--- config.mk ---
export PLATFORM = sky130hd
export DESIGN_NAME = alu_shared_arbiter
export DESIGN_NICKNAME = d
export VERILOG_FILES = /design/src/rtl/alu_shared_arbiter.sv
export SDC_FILE = /design/constraint.sdc
export NUM_CORES = 1
export LEC_CHECK = 0
export CAP_MARGIN = 15
export CORE_MARGIN = 10
export CORE_UTILIZATION = 35
export DETAILED_ROUTE_END_ITERATION = 7
export MAX_ROUTING_LAYER = met4
export PLACE_DENSITY = 0.78
export SETUP_SLACK_MARGIN = 0.05
export SLEW_MARGIN = 20
export SYNTH_ARGS = -nofsm -noshare
export SYNTH_HDL_FRONTEND = slang
export SYNTH_SLANG_ARGS = --single-unit
--- constraint.sdc ---
create_clock -name clk -period 2.4 [get_ports clk]
set_input_delay 0.6 -clock clk [delete_from_list [all_inputs] [get_ports clk]]
set_output_delay 0.6 -clock clk [all_outputs]
set_load 0.05 [all_outputs]
--- src/rtl/alu_shared_arbiter.sv ---
// Round-robin front end that shares one registered 16-bit ALU between two requesters.
// Optional macro ALU_DIV0_CHECK_EN: short-circuits divide-by-zero commands with an error response.
module alu_shared_arbiter #(
    parameter int ALU_LAT = 2
) (
    input  logic        clk,
    input  logic        rst,
    input  logic        req0_valid,
    output logic        req0_ready,
    input  logic [15:0] req0_a,
    input  logic [15:0] req0_b,
    input  logic [3:0]  req0_fun,
    input  logic        req1_valid,
    output logic        req1_ready,
    input  logic [15:0] req1_a,
    input  logic [15:0] req1_b,
    input  logic [3:0]  req1_fun,
    output logic        rsp0_valid,
    input  logic        rsp0_ready,
    output logic        rsp1_valid,
    input  logic        rsp1_ready,
    output logic [15:0] rsp_data,
    output logic [3:0]  rsp_flags,
    output logic        rsp_err,
    output logic        busy,
    output logic [15:0] alu_a,
    output logic [15:0] alu_b,
    output logic [3:0]  alu_fun,
    input  logic [15:0] alu_out,
    input  logic [3:0]  alu_flags
);

    typedef enum logic [1:0] {IDLE, BUSY, RESP} state_t;

    state_t      state;
    logic        owner;
    logic        last_grant;
    logic        grant;
    logic        accept_ok;
    logic        accept;
    logic [3:0]  cnt;
    logic [15:0] sel_a;
    logic [15:0] sel_b;
    logic [3:0]  sel_fun;
    logic        pend;
    logic        is_div0;

    // With both requesting, the one that did not win last time goes next.
    always_comb begin
        grant = req1_valid;
        if (req0_valid && req1_valid)
            grant = ~last_grant;
    end

    assign accept_ok  = !rst && (state == IDLE) && !pend;
    assign req0_ready = accept_ok && req0_valid && !grant;
    assign req1_ready = accept_ok && req1_valid && grant;
    assign accept     = req0_ready || req1_ready;

    assign sel_a   = grant ? req1_a   : req0_a;
    assign sel_b   = grant ? req1_b   : req0_b;
    assign sel_fun = grant ? req1_fun : req0_fun;

    assign busy = (state != IDLE) || pend;

`ifdef ALU_DIV0_CHECK_EN
    assign is_div0 = (sel_fun == 4'b0011) && (sel_b == 16'd0);
`else
    assign is_div0 = 1'b0;
    assign pend    = 1'b0;
    assign rsp_err = 1'b0;
`endif

    always_ff @(posedge clk or posedge rst) begin
        if (rst) begin
            state      <= IDLE;
            owner      <= 1'b0;
            last_grant <= 1'b1;
            cnt        <= 4'd0;
            alu_a      <= 16'd0;
            alu_b      <= 16'd0;
            alu_fun    <= 4'b1111;
            rsp_data   <= 16'd0;
            rsp_flags  <= 4'd0;
            rsp0_valid <= 1'b0;
            rsp1_valid <= 1'b0;
`ifdef ALU_DIV0_CHECK_EN
            pend       <= 1'b0;
            rsp_err    <= 1'b0;
`endif
        end else begin
            case (state)
                IDLE: begin
`ifdef ALU_DIV0_CHECK_EN
                    // Rejected divide: one holding cycle, then an error response without touching the ALU.
                    if (pend) begin
                        pend       <= 1'b0;
                        state      <= RESP;
                        rsp_data   <= 16'hFFFF;
                        rsp_flags  <= 4'b1000;
                        rsp_err    <= 1'b1;
                        rsp0_valid <= !owner;
                        rsp1_valid <= owner;
                    end else
`endif
                    if (accept) begin
                        owner      <= grant;
                        last_grant <= grant;
                        if (is_div0) begin
`ifdef ALU_DIV0_CHECK_EN
                            pend <= 1'b1;
`endif
                        end else begin
                            alu_a   <= sel_a;
                            alu_b   <= sel_b;
                            alu_fun <= sel_fun;
                            cnt     <= 4'(ALU_LAT);
                            state   <= BUSY;
                        end
                    end
                end
                BUSY: begin
                    if (cnt == 4'd1) begin
                        rsp_data   <= alu_out;
                        rsp_flags  <= alu_flags;
                        rsp0_valid <= !owner;
                        rsp1_valid <= owner;
                        state      <= RESP;
`ifdef ALU_DIV0_CHECK_EN
                        rsp_err    <= 1'b0;
`endif
                    end else begin
                        cnt <= cnt - 4'd1;
                    end
                end
                RESP: begin
                    if (owner ? rsp1_ready : rsp0_ready) begin
                        rsp0_valid <= 1'b0;
                        rsp1_valid <= 1'b0;
                        state      <= IDLE;
                    end
                end
                default: state <= IDLE;
            endcase
        end
    end

endmodule

Yosys cells after proc, flatten, opt, wreduce, memory -nomap -nowiden
Index checks and enable logic that the tools add are counted.
{ "op_classes": {"addsub": 1, "n_mux": 17, "reduce_logical": 19, "bitwise_logic": 1, "n_eq_ne": 7} }
{ "op_table": {"columns": ["cell", "count"], "rows": [
  ["2-to-1 mux 16 bit", 2],
  ["2-to-1 mux 4 bit", 3],
  ["AND reduction 3 bit", 3],
  ["inequality test 2 bit, second input constant", 4],
  ["case mux 4 bit (2 select lines)", 1],
  ["logical AND 1 bit", 6],
  ["2-to-1 mux 2 bit", 3],
  ["case mux 2 bit (3 select lines)", 1],
  ["nonzero test 2 bit", 3],
  ["2-to-1 mux 1 bit", 5],
  ["== test 4 x 1 -> 1 bit, second input constant", 1],
  ["case mux 1 bit (2 select lines)", 2],
  ["AND reduction 2 bit", 2],
  ["subtractor 4 x 1 -> 4 bit, second input constant", 1],
  ["logical NOT 1 bit", 3],
  ["== test 2 x 1 -> 1 bit, second input constant", 1],
  ["== test 2 bit, second input constant", 1],
  ["logical NOT 2 bit", 1],
  ["logical OR 1 bit", 1],
  ["inverter 1 bit", 1]
]} }
{ "word_totals": {"output_inout_bits": 62, "register_bits": 66} }

Longest topological paths before layout
{ "depth": {"depth_word": 7, "mapped_depth": 6, "depth_no_buf": 5} }

Worst setup path before layout
No wires, ideal clock.
{ "synth_timing": {"path_kind": "input to output", "startpoint": "input rst", "endpoint": "output req0_ready", "stages": 2, "path_slack_ps": -108, "t_required_ps": 1800, "n_path_buf": 0, "arrival_time_ps": 1908, "path_cell_list": "or4b_2 -> nor2_1"} }
{ "synth_between": {"elab_chain_cells": 4} }
{ "synth_lines": {"columns": ["element", "line_no", "source"], "rows": [
  ["start, declared", "7", "input logic rst,"],
  ["logical NOT 1 bit (no source line)", null, null],
  ["logical AND 1 bit", "55", "assign accept_ok = !rst && (state == IDLE) && !pend;"],
  ["logical AND 1 bit (2 in a row)", "56", "assign req0_ready = accept_ok && req0_valid && !grant;"],
  ["end, declared", "9", "output logic req0_ready,"]
]} }
Every way passes these cells.

Worst setup path after layout
{ "layout_timing": {"startpoint": "input rst", "endpoint": "output req1_ready"} }
{ "layout_between": {"elab_chain_cells": 4} }
{ "layout_lines": {"columns": ["element", "line_no", "source"], "rows": [
  ["logical NOT 1 bit (no source line)", null, null],
  ["logical AND 1 bit", "55", null],
  ["logical AND 1 bit (2 in a row)", "57", "assign req1_ready = accept_ok && req1_valid && grant;"],
  ["end, declared", "14", "output logic req1_ready,"]
]} }
Every way passes these cells.

==> results by group <==
Logic synthesis
  • Main combinational cell family by area after synthesis: multiplexers
  • Syn avg cell area: 15.0 um2
  • Post-synthesis cell area: 3220 um2
  • Post-Syn Instances: 215
  • Synth unique cells: 33
  • XOR/XNOR Fraction of Synth Area: 0%
  • Yosys warns: 0
  • Synth Area in Compound Gates: 2.53%
  • Sequential area share after synthesis: 51.5%
  • Yosys reg bits: 66
  • Synthesized-area fraction occupied by adder cells: 0.778%
  • Syn_nets: 315
  • Simple-gate share of the synthesized area: 4.94%
  • Mux share of post-synthesis cell area: 36.6%

Layout
  • Layout Nets: 491
  • Share of cells above drive strength 1: 36.1%
  • Synth-to-Final Area Change: 63.2%
  • Final instance area: 5250 um2
  • Ant diodes: 0
  • Non-Filler Instances: 504
  • Fin util: 59.3%
  • Layout fillers: 741

Worst setup path
  • Worst-path fanout max: 2
  • Crit end category: output pin
  • Reg2reg start: state[0]
  • Critical path launch point: rst
  • CP arrival: 1720 ps
  • Crit path kind: in2out
  • Crit path launch type: input pin
  • WP data required: 1800 ps

Drt
  • Vias: 2362
  • DRC viols: 0
  • Initial drt markers: 49
  • Iteration count of the initial detailed-routing pass: 4
  • Final wirelength: 9010 um
  • WL/cell: 17.9 um
  • Post-route ant nets: 0
  • Via density: 4.69

Die
  • Die Y: 116 um
  • Die area: 13400 um2
  • Starting Density: 36.4%
  • FP Rows: 34
  • Core Area: 8850 um2
  • Die width: 116 um
  • I/O pin count: 160

STA
  • Final hold slack: 508 ps
  • RSZ-0062 raised after global routing: yes
  • Final hold violation count: 0
  • Final min period: 2320 ps
  • Setup Skew: 5.81 ps
  • Final setup fails: 0
  • Worst slew pin tran: 542 ps
  • Max Slew Vio Count: 0
  • Highest clock rate: 430 MHz
  • Normalized max-slew margin: 63.8%
  • Period utilization: 96.8%

Placement
  • Placed insts: 485
  • Post-DP HPWL: 7240 um
  • PortBufs: 158
  • RD Place Congestion: 0.775
  • Placed cell area: 5010 um2

Power
  • Leak: 2.21 nW
  • Internal power: 4.16 mW
  • Clock power frac: 12.6%
  • Flop pwr share: 27.2%
  • Max VDD drop: 1.11 mV
  • Gate power share: 60.2%
  • Sw frac: 45.0%
  • PwrDens: 1440 nW/um2
  • P_sw: 3.40 mW

Clock tree
  • CTS tree: built
  • Root buffer cell: clkbuf_8
  • Post-CTS Hold Buffers: 0
  • Htree depth: 3
  • Worst-case clock buffer depth: 2
  • Num CTS Buffers: 9
  • Clk_lat worst skew: 330 ps
  • Clk sinks: 66
  • Reg clk slew, reported paths: 70 ps

Job
  • Max-cap violations: 0

Min path
  • HP Start: rsp_data[2]
  • Hold Crit Class: reg2reg

Global routing
  • First-pass GRT wire length: 13900 um
  • Antenna violations before repair: 0
  • Gr usage total: 13.7%
  • Number of global-route vias before repair: 2676
  • Largest net degree at the start of global routing: 44
  • Total grt overflow: 0

Run status
  • Outcome: finished, final reports clean
cell usage in the layout (no fill, tap or decap), types with 2 or more instances in the layout:
master / synthesis / final
a22oi_1: 2 / 2
buf_12: 3 / 5
buf_4: 2 / 14
clkbuf_8: 0 / 11
clkdlybuf4s50_1: 0 / 153
clkinvlp_4: 0 / 2
dfrtp_1: 61 / 59
dfrtp_2: 0 / 2
dfstp_2: 5 / 5
dlygate4sd2_1: 0 / 2
ha_1: 2 / 2
inv_1: 4 / 3
mux2_2: 64 / 64
mux2_4: 29 / 29
mux2i_1: 2 / 2
nand2_1: 4 / 4
nand2b_1: 2 / 2
nand3_1: 2 / 2
nand3b_1: 3 / 3
o21ai_0: 8 / 8
cell families (layout without fill, tap and decap cells):
kind of cell,Yosys count,after routing
muxes,95,95
and+or+nand+nor,23,23
DFF,66,66
other,1,1
adders and majority gates,2,2
AOI/OAI and AO/OA,14,14
buffers and inverters,14,195
metrics by stage:
step / worst slack, ps / TNS, ps / power (mW)
3_3_place_gp: -263 / -1790 / 6.58
4_1_cts: -65.7 / -65.7 / 7.67
3_5_place_dp: -262 / -2620 / 6.66
2_1_floorplan: 108 / 0 / 5.08
5_1_grt: 55.4 / 0 / 7.93
6_report: 76.5 / 0 / 7.56
final timing paths:
check | cells after the start | slack (ps) | to
max in group asynchronous | 4 | 1320 | state[0]
min in group asynchronous | 4 | 590 | alu_a[6]
hold reg to reg | 1 | 510 | rsp_data[2]
setup / recovery | 5 | 80 | req1_ready
setup reg to reg | 5 | 530 | alu_a[4]
hold / removal | 1 | 510 | rsp_data[2]
Yosys cell counts, drive strengths merged:
| cell | n | area share [%] |
|---|---|---|
| mux2 | 93 | 36 |
| dfrtp | 61 | 47 |
| buf | 9 | 3.0 |
| o21ai | 8 | 1.2 |
| dfstp | 5 | 4.1 |
| inv | 4 | 0.47 |
| nand2 | 4 | 0.47 |
| nand3b | 3 | 0.70 |
| nor2 | 3 | 0.86 |
| a22oi | 2 | 0.47 |
| ha | 2 | 0.78 |
| mux2i | 2 | 0.62 |
| nand2b | 2 | 0.39 |
| nand3 | 2 | 0.31 |
| or3 | 2 | 0.54 |
| a21boi | 1 | 0.23 |
| a21o | 1 | 0.23 |
| a21oi | 1 | 0.16 |
| and2b | 1 | 0.23 |
| clkbuf | 1 | 0.12 |
| conb | 1 | 0.12 |
| nor2b | 1 | 0.19 |
| nor3b | 1 | 0.23 |
| o22ai | 1 | 0.19 |
| or2 | 1 | 0.19 |
| or3b | 1 | 0.27 |
| or4 | 1 | 0.23 |
| or4b | 1 | 0.31 |
sequential cells by signal (all words and copies together), names as in the netlist:
register and cells:
alu_a 16, alu_b 16, rsp_data 16, alu_fun 4, cnt 4, rsp_flags 4
state 2, last_grant 1, owner 1, rsp0_valid 1, rsp1_valid 1
power by group through the flow:
stage          logic (mW)  clock network (mW)  registers (mW)
2_1_floorplan        1.29                   0            3.79
3_3_place_gp         4.54                   0            2.03
3_5_place_dp         4.59                   0            2.07
4_1_cts              4.61               0.989            2.07
5_1_grt              4.75                1.04            2.14
6_report             4.55               0.952            2.06
layout make-up:
type	instances	area [um2]	share of cell area [%]
Tap cell	108	135	2.57
Clock inverter	4	50.0	0.953
Multi-Input combinational cell	135	1470	28.0
Inverter	4	15.0	0.286
Clock buffer	12	155	2.95
Sequential cell	66	1660	31.6
Timing Repair Buffer	175	1770	33.6
critical path, stage by stage:
cell,delay (ps)
dlygate4sd2_1,250
buf_4,140
or3_4,340
and2b_2,260
buf_12,140
per-layer routing:
layer / global-route usage, % / part of all wire, % / vias up
met3: 4.50 / 5.7 / 9
li1: - / - / 1120
met1: 13.9 / 38 / 1157
met2: 24.6 / 55 / 76
met4: 4.17 / 1.2 / 0
met5: - / 0 / -
timing repair:
item                       in CTS  in global routing
buffers inserted                2                  1
gates resized for setup         5                  3
pin swaps                       1                  1
setup endpoints to repair       3                  2
Note: power is estimated with default switching activity, not from simulation.
